**src/rtl/z80_bus_master.sv**
```systemverilog
// Z80-style bus initiator: turns single host requests into I/O write, I/O read
// and M1 opcode-fetch cycles. The FSM, strobes and data path all share one registered process.
module z80_bus_master #(
  parameter int unsigned IO_WAIT      = 1,
  parameter int unsigned WAIT_TIMEOUT = 255
) (
  input  logic        clk,
  input  logic        reset_n,
  input  logic        req,
  input  logic [1:0]  cmd,
  input  logic [15:0] addr,
  input  logic [7:0]  wdata,
  output logic        busy,
  output logic        done,
  output logic        err,
  output logic [7:0]  rdata,
  output logic [15:0] a,
  output logic [7:0]  d_out,
  output logic        d_oe,
  input  logic [7:0]  d_in,
  output logic        mreq_n,
  output logic        iorq_n,
  output logic        rd_n,
  output logic        wr_n,
  output logic        m1_n,
  input  logic        wait_n
);

  typedef enum logic [2:0] {S_IDLE, S_T1, S_T2, S_TW, S_T3, S_END} state_t;
  typedef enum logic [1:0] {
    CMD_IOWR = 2'b00,
    CMD_IORD = 2'b01,
    CMD_M1   = 2'b10,
    CMD_RSVD = 2'b11
  } cmd_t;

  localparam logic [2:0] AUTO_WAITS = 3'(IO_WAIT);
  localparam logic [7:0] WCNT_LAST  = 8'(WAIT_TIMEOUT - 1);

  state_t     r_state;
  cmd_t       r_cmd;
  logic [2:0] r_auto;
  logic [7:0] r_wcnt;

  // Outputs are updated with the state they belong to, so each strobe changes
  // exactly on the edge that enters its state.
  always_ff @(posedge clk or negedge reset_n) begin
    if (!reset_n) begin
      // NOTE: every register gets a reset value here; there is no storage array
      // in this block, so nothing is left to power up undefined.
      r_state <= S_IDLE;
      r_cmd   <= CMD_IOWR;
      r_auto  <= '0;
      r_wcnt  <= '0;
      busy    <= 1'b0;
      done    <= 1'b0;
      err     <= 1'b0;
      rdata   <= '0;
      a       <= '0;
      d_out   <= '0;
      d_oe    <= 1'b0;
      mreq_n  <= 1'b1;
      iorq_n  <= 1'b1;
      rd_n    <= 1'b1;
      wr_n    <= 1'b1;
      m1_n    <= 1'b1;
    end else begin
      // NOTE: done/err default low every clock, so the assignments below
      // produce single-cycle pulses without a separate clear path.
      done <= 1'b0;
      err  <= 1'b0;
      case (r_state)
        S_IDLE: begin
          if (req && cmd != CMD_RSVD) begin
            r_cmd   <= cmd_t'(cmd);
            a       <= addr;
            r_auto  <= (cmd == CMD_M1) ? 3'd0 : AUTO_WAITS;
            r_wcnt  <= '0;
            busy    <= 1'b1;
            if (cmd == CMD_IOWR) begin
              d_out <= wdata;
              d_oe  <= 1'b1;
            end
            r_state <= S_T1;
          end
        end
        S_T1: begin
          iorq_n  <= (r_cmd == CMD_M1);
          mreq_n  <= (r_cmd != CMD_M1);
          m1_n    <= (r_cmd != CMD_M1);
          rd_n    <= (r_cmd == CMD_IOWR);
          wr_n    <= (r_cmd != CMD_IOWR);
          r_state <= S_T2;
        end
        S_T2, S_TW: begin
          // A low wait_n adds one TW on top of any automatic waits still owed.
          if (!wait_n) begin
            if (r_wcnt == WCNT_LAST) begin
              done    <= 1'b1;
              err     <= 1'b1;
              mreq_n  <= 1'b1;
              iorq_n  <= 1'b1;
              rd_n    <= 1'b1;
              wr_n    <= 1'b1;
              m1_n    <= 1'b1;
              r_state <= S_END;
            end else begin
              r_wcnt  <= r_wcnt + 8'd1;
              r_state <= S_TW;
            end
          end else begin
            r_wcnt <= '0;
            if (r_auto != 3'd0) begin
              r_auto  <= r_auto - 3'd1;
              r_state <= S_TW;
            end else begin
              r_state <= S_T3;
            end
          end
        end
        S_T3: begin
          if (r_cmd != CMD_IOWR) rdata <= d_in;
          done    <= 1'b1;
          mreq_n  <= 1'b1;
          iorq_n  <= 1'b1;
          rd_n    <= 1'b1;
          wr_n    <= 1'b1;
          m1_n    <= 1'b1;
          r_state <= S_END;
        end
        S_END: begin
          busy    <= 1'b0;
          d_oe    <= 1'b0;
          r_state <= S_IDLE;
        end
        default: r_state <= S_IDLE;
      endcase
    end
  end

endmodule

```
**config.mk**
```make
export PLATFORM = sky130hd
export DESIGN_NAME = z80_bus_master
export DESIGN_NICKNAME = d
export VERILOG_FILES = /design/src/rtl/z80_bus_master.sv
export SDC_FILE = /design/constraint.sdc
export NUM_CORES = 1
export LEC_CHECK = 0
export ABC_CLOCK_PERIOD_IN_PS = 1500
export BUFFER_PORTS_ARGS = -buffer_cell sky130_fd_sc_hd__buf_2
export CAP_MARGIN = 20
export CORE_UTILIZATION = 30
export CTS_BUF_LIST = sky130_fd_sc_hd__clkbuf_8
export DETAILED_ROUTE_END_ITERATION = 16
export GPL_TIMING_DRIVEN = 0
export PLACE_DENSITY = 0.52
export SLEW_MARGIN = 20
export SYNTH_ARGS = -nofsm -noshare
export SYNTH_HDL_FRONTEND = slang
export SYNTH_SLANG_ARGS = --single-unit
export TNS_END_PERCENT = 1
```
**constraint.sdc**
```tcl
create_clock -name clk -period 1.5 [get_ports clk]
set_input_delay 0 -clock clk [delete_from_list [all_inputs] [get_ports clk]]
set_output_delay 0 -clock clk [all_outputs]
set_load 0.01 [all_outputs]
```
==> results.toml, run 1 <==
[sta]
fin_crit_sh = 1.10
drv_slew = 0
final_hold_viol_count = 0
relSlewSlack = 0.529
fin_worst_skew_ps = 5.50
timing.final.crit_period_ps = 1660
worst_slew_pin_slew_ps = 707
rsz0062_at_grt = "true"
fin_ws_ps = -155
setup_viol = 21
fin_tns_setup_ps = -1530
fmax_mhz = 604

[global_routing]
grt_pass1_vias = 2013
antenna_found_initial = 0
grt_remaining_overflow = 0
grt_max_degree = 57
grt_pass1_wl_um = 9890
track_usage = 0.144

[min_path]
hold_path.class = "in2reg"

[synthesis]
yosysSeqAreaShare = 0.569
yosys-top-cells-count = "dfrtp_1 (52), mux2_2 (34), inv_1 (12)"
synth-main-ff-cell = "dfrtp_1"
synthArstFlopShare = 1.00
yosys.area.top_type = "dfrtp_1"
syn_area_um2 = 2470
ys_warn_count = 0
ys_seq_elements = 56
syn-num-nets = 232
synth.most_common_cell = "dfrtp_1"
ys_top_cells_by_area = "dfrtp_1 (53%), mux2_2 (15%), dfstp_2 (4.2%)"
synth_edf_count = 0
synthCells = 190
syn_area_per_cell_um2 = 13.0
synth.distinct_cells = 50
netlist.area_leader.share = 0.526

[clock_tree]
cts_tree = "yes"
cts_buffer_depth = 2
clkLatencyLatePin_ps = 310
cts_num_sinks = 56
clock-root-buffer = "clkbuf_8"
clk_pin_slew_worst_paths_ps = 100
cts-buffers-inserted = 5
htree_levels = 2

[layout]
diodes = 0
finalNetCount = 359
area_growth_pct = 45.6
final_core_util = 0.459
drive_gt1_frac = 0.513

[detailed_routing]
wl_um = 5770
first_pass_iters = 4
wire_per_inst_um = 13.7
vias = 1945
drtIter0Drc = 60
drc = 0
viasPerCell = 4.63
antenna_left = 0

[placed_design]
gp_congestion = 0.749
portBuffers = 78
dp_hpwl_um = 3810

[die]
die_height_um = 92.8
placementRows = 32
io_pins = 79
die-area_um2 = 8610
coreArea_um2 = 7850
fp.dieW_um = 92.8
initial_core_util = 0.315

[worst_setup_path]
setup.worst_path.start_class = "flop"
cp_max_fo = 5
crit_required_ps = 1740
cp-end-kind = "flop"
cp_slowest_cell = "or4b_4"
path_delay_family = "simple AND/OR/NAND/NOR gates"
crit_type = "reg2reg"
max_stage_delay_ps = 500
cp_data_arrival_time_ps = 1890
cp_cell_sequence = "inv_2 > ha_4 > and4_4 > nand3_4 > inv_6 > or4b_4 > a21oi_2"
crit_buf_inv = 2

[status]
outcome = "finished, violations left"
violations = "setup timing"

[power]
finalPower_w = 0.00617
vdd_drop_max_uv = 880
p_leak_nw = 1.68
p_per_area_nw_per_um2 = 1710

[flow_run]
cap_violations = 0
[through the flow]
stage | area [um2] | setup WS (ps) | hold slack, ps | instances
floorplan | 2480 | -108 | -296 | 190
global placement | 3000 | -299 | 231 | 370
detailed placement | 3000 | -322 | 114 | 370
CTS | 3540 | -169 | 62.0 | 417
global route | 3600 | -219 | 88.0 | 420
finish | 3600 | -155 | 76.2 | 420
[state kept, by name, summed over array words and instances (netlist names), 2 cells and up]
name / cells
a: 16
r_cmd: 2
r_wcnt: 8
r_auto: 3
d_out: 8
r_state: 3
rdata: 8
[path summary, 6_finish.rpt]
check                                       from                    end  slack [ps]  cells past startpoint
setup / recovery           r_wcnt[0]$_DFFE_PN0P_  r_wcnt[2]$_DFFE_PN0P_        -160                      7
hold / removal                            wait_n  r_auto[1]$_DFFE_PN0P_          80                      3
max in group asynchronous                reset_n  r_wcnt[1]$_DFFE_PN0P_         730                      2
min in group asynchronous                reset_n   d_out[6]$_DFFE_PN0P_         270                      2
hold reg to reg               iorq_n$_DFFE_PN1P_     iorq_n$_DFFE_PN1P_         510                      1
setup reg to reg           r_wcnt[0]$_DFFE_PN0P_  r_wcnt[2]$_DFFE_PN0P_        -160                      7
[cell families (layout without fill, tap and decap cells)]
logic type | after synthesis | in the layout | synth area share
AOI/OAI and AO/OA | 35 | 35 | 0.105
xor gates and xnor gates | 1 | 1 | 0.00354
adders and majority gates | 4 | 4 | 0.0202
buffers and inverters | 20 | 148 | 0.0410
DFF | 56 | 56 | 0.569
muxes | 36 | 36 | 0.164
and+or+nand+nor | 38 | 38 | 0.0976
[layer usage]
| layer | wire length [um] | global-route usage |
|---|---|---|
| met1 | 2610 | 0.180 |
| met2 | 2870 | 0.248 |
| met3 | 206 | 0.0328 |
| met4 | 74 | 0.0423 |
| met5 | 0 | 0 |
[layout make-up]
class                      instances  area, um2
fill                             751       4250
sequential                        56       1410
multi-input combinational        114       1060
timing repair buffer             119        788
tap                              102        128
buffer                             7       71.3
clock buffer                       5       68.8
inverter                          13       56.3
clock inverter                     3       17.5
timing repair inverter             1       3.75
[layout by cell type, fill, tap and decap left out, drive strengths merged, types with 4 or more instances in the layout]
cell type     n
a21oi         7
buf          90
clkbuf        6
dfrtp        52
dfstp         4
dlygate4sd3  35
ha            4
inv          16
mux2         36
nand2         9
nand3         4
nor2          5
nor3          6
o21ai         5
[worst min-delay path: stages]
cell and delay (ps):
buf_2 160, nand2b_4 110, o32ai_1 80
[power breakdown]
part / switching (W) / total (W) / internal, W
sequential: 0.000342 / 0.00249 / 0.00215
clock: 0.000513 / 0.000841 / 0.000328
combinational: 0.00138 / 0.00283 / 0.00145
[repair_timing]
action                     CTS  global route
setup endpoints to repair   47            41
gates resized for setup     22            10
pin swaps                    4             4
gates cloned                 1             0
hold buffers                35             0
hold endpoints to repair    86             0
setup buffers                3             3
No activity file was read; power rests on OpenSTA's default activity.
==> inputs of run 2 (changes only) <==
- CTS_BUF_LIST: sky130_fd_sc_hd__clkbuf_8 -> not set
==> results.toml, run 2 (synthesized netlist as in run 1, its figures left out) <==
[layout]
most-common-layout-cells = "buf_2 (77), dfrtp_1 (50), dlygate4sd3_1 (35)"
multi_input_area_um2 = 1060
fillCellCount = 751
diodes = 0
drive_gt1_frac = 0.513
seq_area_um2 = 1410
largest_reg_flops = 16
top_register = "a"
finalNetCount = 359
area_growth_pct = 45.6
final_common_cell = "buf_2"

[sta]
final_hold_viol_count = 0
fin_tns_setup_ps = -1590
relSlewSlack = 0.530
fin_crit_sh = 1.10
fmax_mhz = 604
timing.final.crit_period_ps = 1660
setup_viol = 21
worst_slew_pin_slew_ps = 706
fin_worst_skew_ps = 6.08
drv_slew = 0
fin_ws_ps = -156
rsz0062_at_grt = "true"
fin_hold_ws_ps = 72.7

[clock_tree]
htree_levels = 2
clk_pin_slew_worst_paths_ps = 100
clock-root-buffer = "clkbuf_8"
cts_buffer_depth = 2
clkLatencyLatePin_ps = 310
cts_num_sinks = 56
cts_tree = "yes"
cts-buffers-inserted = 5

[die]
initial_core_util = 0.315
io_pins = 79
die_height_um = 92.8
die-area_um2 = 8610
fp.dieW_um = 92.8
coreArea_um2 = 7850
placementRows = 32

[worst_setup_path]
crit_required_ps = 1740
r2r_start = "r_wcnt[0]$_DFFE_PN0P_"
cp_slowest_cell = "or4b_4"
crit_buf_inv = 2
max_stage_delay_ps = 500
worstSetupStartpoint = "r_wcnt[0]$_DFFE_PN0P_"
setup.worst_path.start_class = "flop"
cp_max_fo = 5
cp-end-kind = "flop"
crit_type = "reg2reg"
cp_cell_sequence = "inv_2 > ha_4 > and4_4 > nand3_4 > inv_6 > or4b_4 > a21oi_2"
cp_data_arrival_time_ps = 1890
path_delay_family = "simple AND/OR/NAND/NOR gates"

[detailed_routing]
drtIter0Drc = 68
drc = 0
vias = 1945
wl_um = 5800
wire_per_inst_um = 13.8
first_pass_iters = 6
viasPerCell = 4.63
antenna_left = 0

[power]
p_per_area_nw_per_um2 = 1720
p_leak_nw = 1.68
vdd_drop_max_uv = 889

[global_routing]
antenna_found_initial = 0
grt_max_degree = 57
track_usage = 0.144
grt_pass1_vias = 2013
grt_remaining_overflow = 0
grt_pass1_wl_um = 9890

[flow_run]
cap_violations = 0

[status]
violations = "setup timing"
outcome = "finished, violations left"

[placed_design]
dp_hpwl_um = 3810
portBuffers = 78
gp_congestion = 0.749

[min_path]
hold_path.class = "in2reg"
hold_start = "wait_n"
run 2: cell count changes in the layout (fill, tap and decap cells not counted), sizes merged:
cell | previous run | this run
clkbuf | 6 | 7
inv | 16 | 15
run 2: area by class of cell:
type	instances	area share
clock inverters	2	0.00382
flip-flops and latches	56	0.391
repair inverters	1	0.00104
clock buffers	6	0.0201
repair buffers	119	0.219
plain buffers	7	0.0198
inverters	13	0.0156
well taps	102	0.0354
multi-input cells	114	0.294
run 2: timing repair:
item | 4_1_cts | 5_1_grt
gates cloned | 1 | 0
setup buffers | 3 | 3
resized for setup | 22 | 10
endpoints found under the hold margin | 86 | 0
hold buffers | 35 | 0
setup endpoints to repair | 47 | 41
pin swaps | 4 | 4
run 2: per-stage QoR:
step           cells   util  setup WS [ps]  cell area (um2)  total power (W)
3_3_place_gp     370  0.382           -299             3000          0.00494
5_1_grt          420  0.459           -219             3600          0.00662
3_5_place_dp     370  0.382           -322             3000          0.00500
4_1_cts          417  0.451           -169             3540          0.00611
2_1_floorplan    190      -           -108             2480          0.00407
6_report         420  0.459           -156             3600          0.00618
run 2: power by group:
group	internal [W]	switching [W]	total, W	leakage [nW]
sequential	0.00215	0.000343	0.00249	0.691
combinational	0.00145	0.00139	0.00284	0.944
clock	0.000335	0.000514	0.000849	0.0456
run 2: routing by layer:
metal | wire [um] | track usage | vias to the layer above
li1 | - | - | 949
met3 | 206 | 0.0328 | 5
met2 | 2870 | 0.248 | 37
met4 | 74 | 0.0423 | 0
met1 | 2650 | 0.180 | 954
met5 | 0 | 0 | -
run 2: worst reg2reg max path: cells and delay by family (launching register included):
kind,cells,cell delay [ps]
compound gates,1,130
simple gates,3,760
buf+inv,2,110
fa+ha+maj,1,150
flops,1,430
run 2: path summary, 6_finish.rpt:
kind | cells past startpoint | endpoint | slack, ps
max reg2reg | 7 | r_wcnt[2]$_DFFE_PN0P_ | -160
max in group asynchronous | 2 | r_wcnt[1]$_DFFE_PN0P_ | 730
max | 7 | r_wcnt[2]$_DFFE_PN0P_ | -160
min in group asynchronous | 2 | d_out[6]$_DFFE_PN0P_ | 270
min reg2reg | 1 | iorq_n$_DFFE_PN1P_ | 510
min | 3 | r_auto[1]$_DFFE_PN0P_ | 70
==> inputs of run 3 (changes only) <==
- SKIP_LAST_GASP: not set -> 1
==> results.toml, run 3 (synthesized netlist as in run 1, its figures left out) <==
[detailed_routing]
drc = 0
antenna_left = 0
drtIter0Drc = 59
vias = 1944
viasPerCell = 4.64
first_pass_iters = 4
wire_per_inst_um = 13.8
wl_um = 5770

[sta]
worst_slew_pin_slew_ps = 709
fmax_mhz = 595
setup_viol = 38
fin_worst_skew_ps = 6.22
rsz0062_at_grt = "true"
drv_slew = 0
timing.final.crit_period_ps = 1680
fin_hold_ws_ps = 105
fin_tns_setup_ps = -3830
final_hold_viol_count = 0
fin_ws_ps = -180
relSlewSlack = 0.527
fin_crit_sh = 1.12

[die]
placementRows = 32
fp.dieW_um = 92.8
die_height_um = 92.8
die-area_um2 = 8610
initial_core_util = 0.315
io_pins = 79
coreArea_um2 = 7850

[power]
vdd_drop_max_uv = 876
p_leak_nw = 1.66
p_per_area_nw_per_um2 = 1700

[worst_setup_path]
cp_max_fo = 5
cp_cell_sequence = "inv_2 > ha_4 > and4_4 > nand3_4 > inv_6 > or4b_4 > a21oi_2"
cp_slowest_cell = "or4b_4"
r2r_slack_ps = -180
crit_type = "reg2reg"
max_stage_delay_ps = 500
crit_required_ps = 1740
reg2regPathDepth = 7
cp_data_arrival_time_ps = 1920
r2r_start = "r_wcnt[0]$_DFFE_PN0P_"
setup.worst_path.start_class = "flop"
cp-end-kind = "flop"
worst_r2r_endpoint = "r_wcnt[2]$_DFFE_PN0P_"

[clock_tree]
clkLatencyLatePin_ps = 310
cts_num_sinks = 56
clock-root-buffer = "clkbuf_8"
clk_pin_slew_worst_paths_ps = 100
cts-buffers-inserted = 5
cts_buffer_depth = 2
htree_levels = 2
cts_tree = "yes"

[placed_design]
dp_slack_ps = -322
portBuffers = 78
dp_hpwl_um = 3810
placed_cells = 370
place_area_um2 = 3000
gp_congestion = 0.749

[layout]
seq_area_um2 = 1410
fillCellCount = 761
final_common_cell = "buf_2"
drive_gt1_frac = 0.492
diodes = 0
most-common-layout-cells = "buf_2 (78), dfrtp_1 (50), dlygate4sd3_1 (35)"
top_register = "a"
area_growth_pct = 42.6
multi_input_area_um2 = 1010
largest_reg_flops = 16
final_area_um2 = 3530
finalNetCount = 358
layout.cells.non_filler = 419

[global_routing]
antenna_found_initial = 0
grt_pass1_wl_um = 9890
track_usage = 0.144
grt_max_degree = 57
grt_pass1_vias = 1992
grt_remaining_overflow = 0

[min_path]
hold_start = "wait_n"
hold_path_end = "r_state[2]$_DFFE_PN0P_"
hold-path-cell-count = 3
hold_path.class = "in2reg"

[status]
violations = "setup timing"
outcome = "finished, violations left"

[flow_run]
cap_violations = 0
run 3: worst max-delay path by stage:
stage / startpoint / endpoint / slack, ps / cells after the start
floorplan: r_wcnt[0]$_DFFE_PN0P_ / r_wcnt[2]$_DFFE_PN0P_ / -110 / 7
global placement: r_wcnt[0]$_DFFE_PN0P_ / r_wcnt[0]$_DFFE_PN0P_ / -300 / 7
detailed placement: r_wcnt[0]$_DFFE_PN0P_ / r_wcnt[1]$_DFFE_PN0P_ / -320 / 7
CTS: r_wcnt[0]$_DFFE_PN0P_ / r_wcnt[2]$_DFFE_PN0P_ / -200 / 7
global route: r_wcnt[0]$_DFFE_PN0P_ / r_wcnt[2]$_DFFE_PN0P_ / -250 / 7
finish: r_wcnt[0]$_DFFE_PN0P_ / r_wcnt[2]$_DFFE_PN0P_ / -180 / 7
run 3: worst max-delay path, delay by kind of cell (launching register included):
family	cells	cell delay, ps
compound gates	1	130
fa+ha+maj	1	150
buf+inv	2	110
flops	1	430
simple gates	3	780
run 3: area by class of cell:
class | instances | area share
buffer | 7 | 0.0163
clock buffer | 6 | 0.0206
clock inverter | 2 | 0.00390
inverter | 13 | 0.0152
multi-input combinational | 114 | 0.286
sequential | 56 | 0.399
tap | 102 | 0.0362
timing repair buffer | 118 | 0.221
timing repair inverter | 1 | 0.00106
run 3: where the power goes:
part	switching [W]	total (W)	leakage, nW	internal (W)
Combinational	0.00134	0.00269	0.928	0.00135
Sequential	0.000321	0.00247	0.691	0.00215
Clock	0.000515	0.000850	0.0456	0.000335
Total	0.00218	0.00601	1.66	0.00383
run 3: through the flow:
stage          utilization  power [W]
3_5_place_dp         0.382    0.00500
6_report             0.450    0.00601
2_1_floorplan            -    0.00407
4_1_cts              0.447    0.00604
5_1_grt              0.450    0.00646
3_3_place_gp         0.382    0.00494
run 3: repair_timing:
item	4_1_cts	5_1_grt
endpoints found under the hold margin	86	0
endpoints found under the setup margin	47	49
resized for setup	14	1
pin swaps	1	2
setup buffers	3	2
hold buffers	35	0
cloned	1	0
run 3: layer usage:
metal / part of all wire / up-vias / track usage
li1: - / 950 / -
met2: 0.49 / 43 / 0.247
met3: 0.039 / 5 / 0.0328
met5: 0 / - / 0
met1: 0.45 / 946 / 0.181
met4: 0.013 / 0 / 0.0423
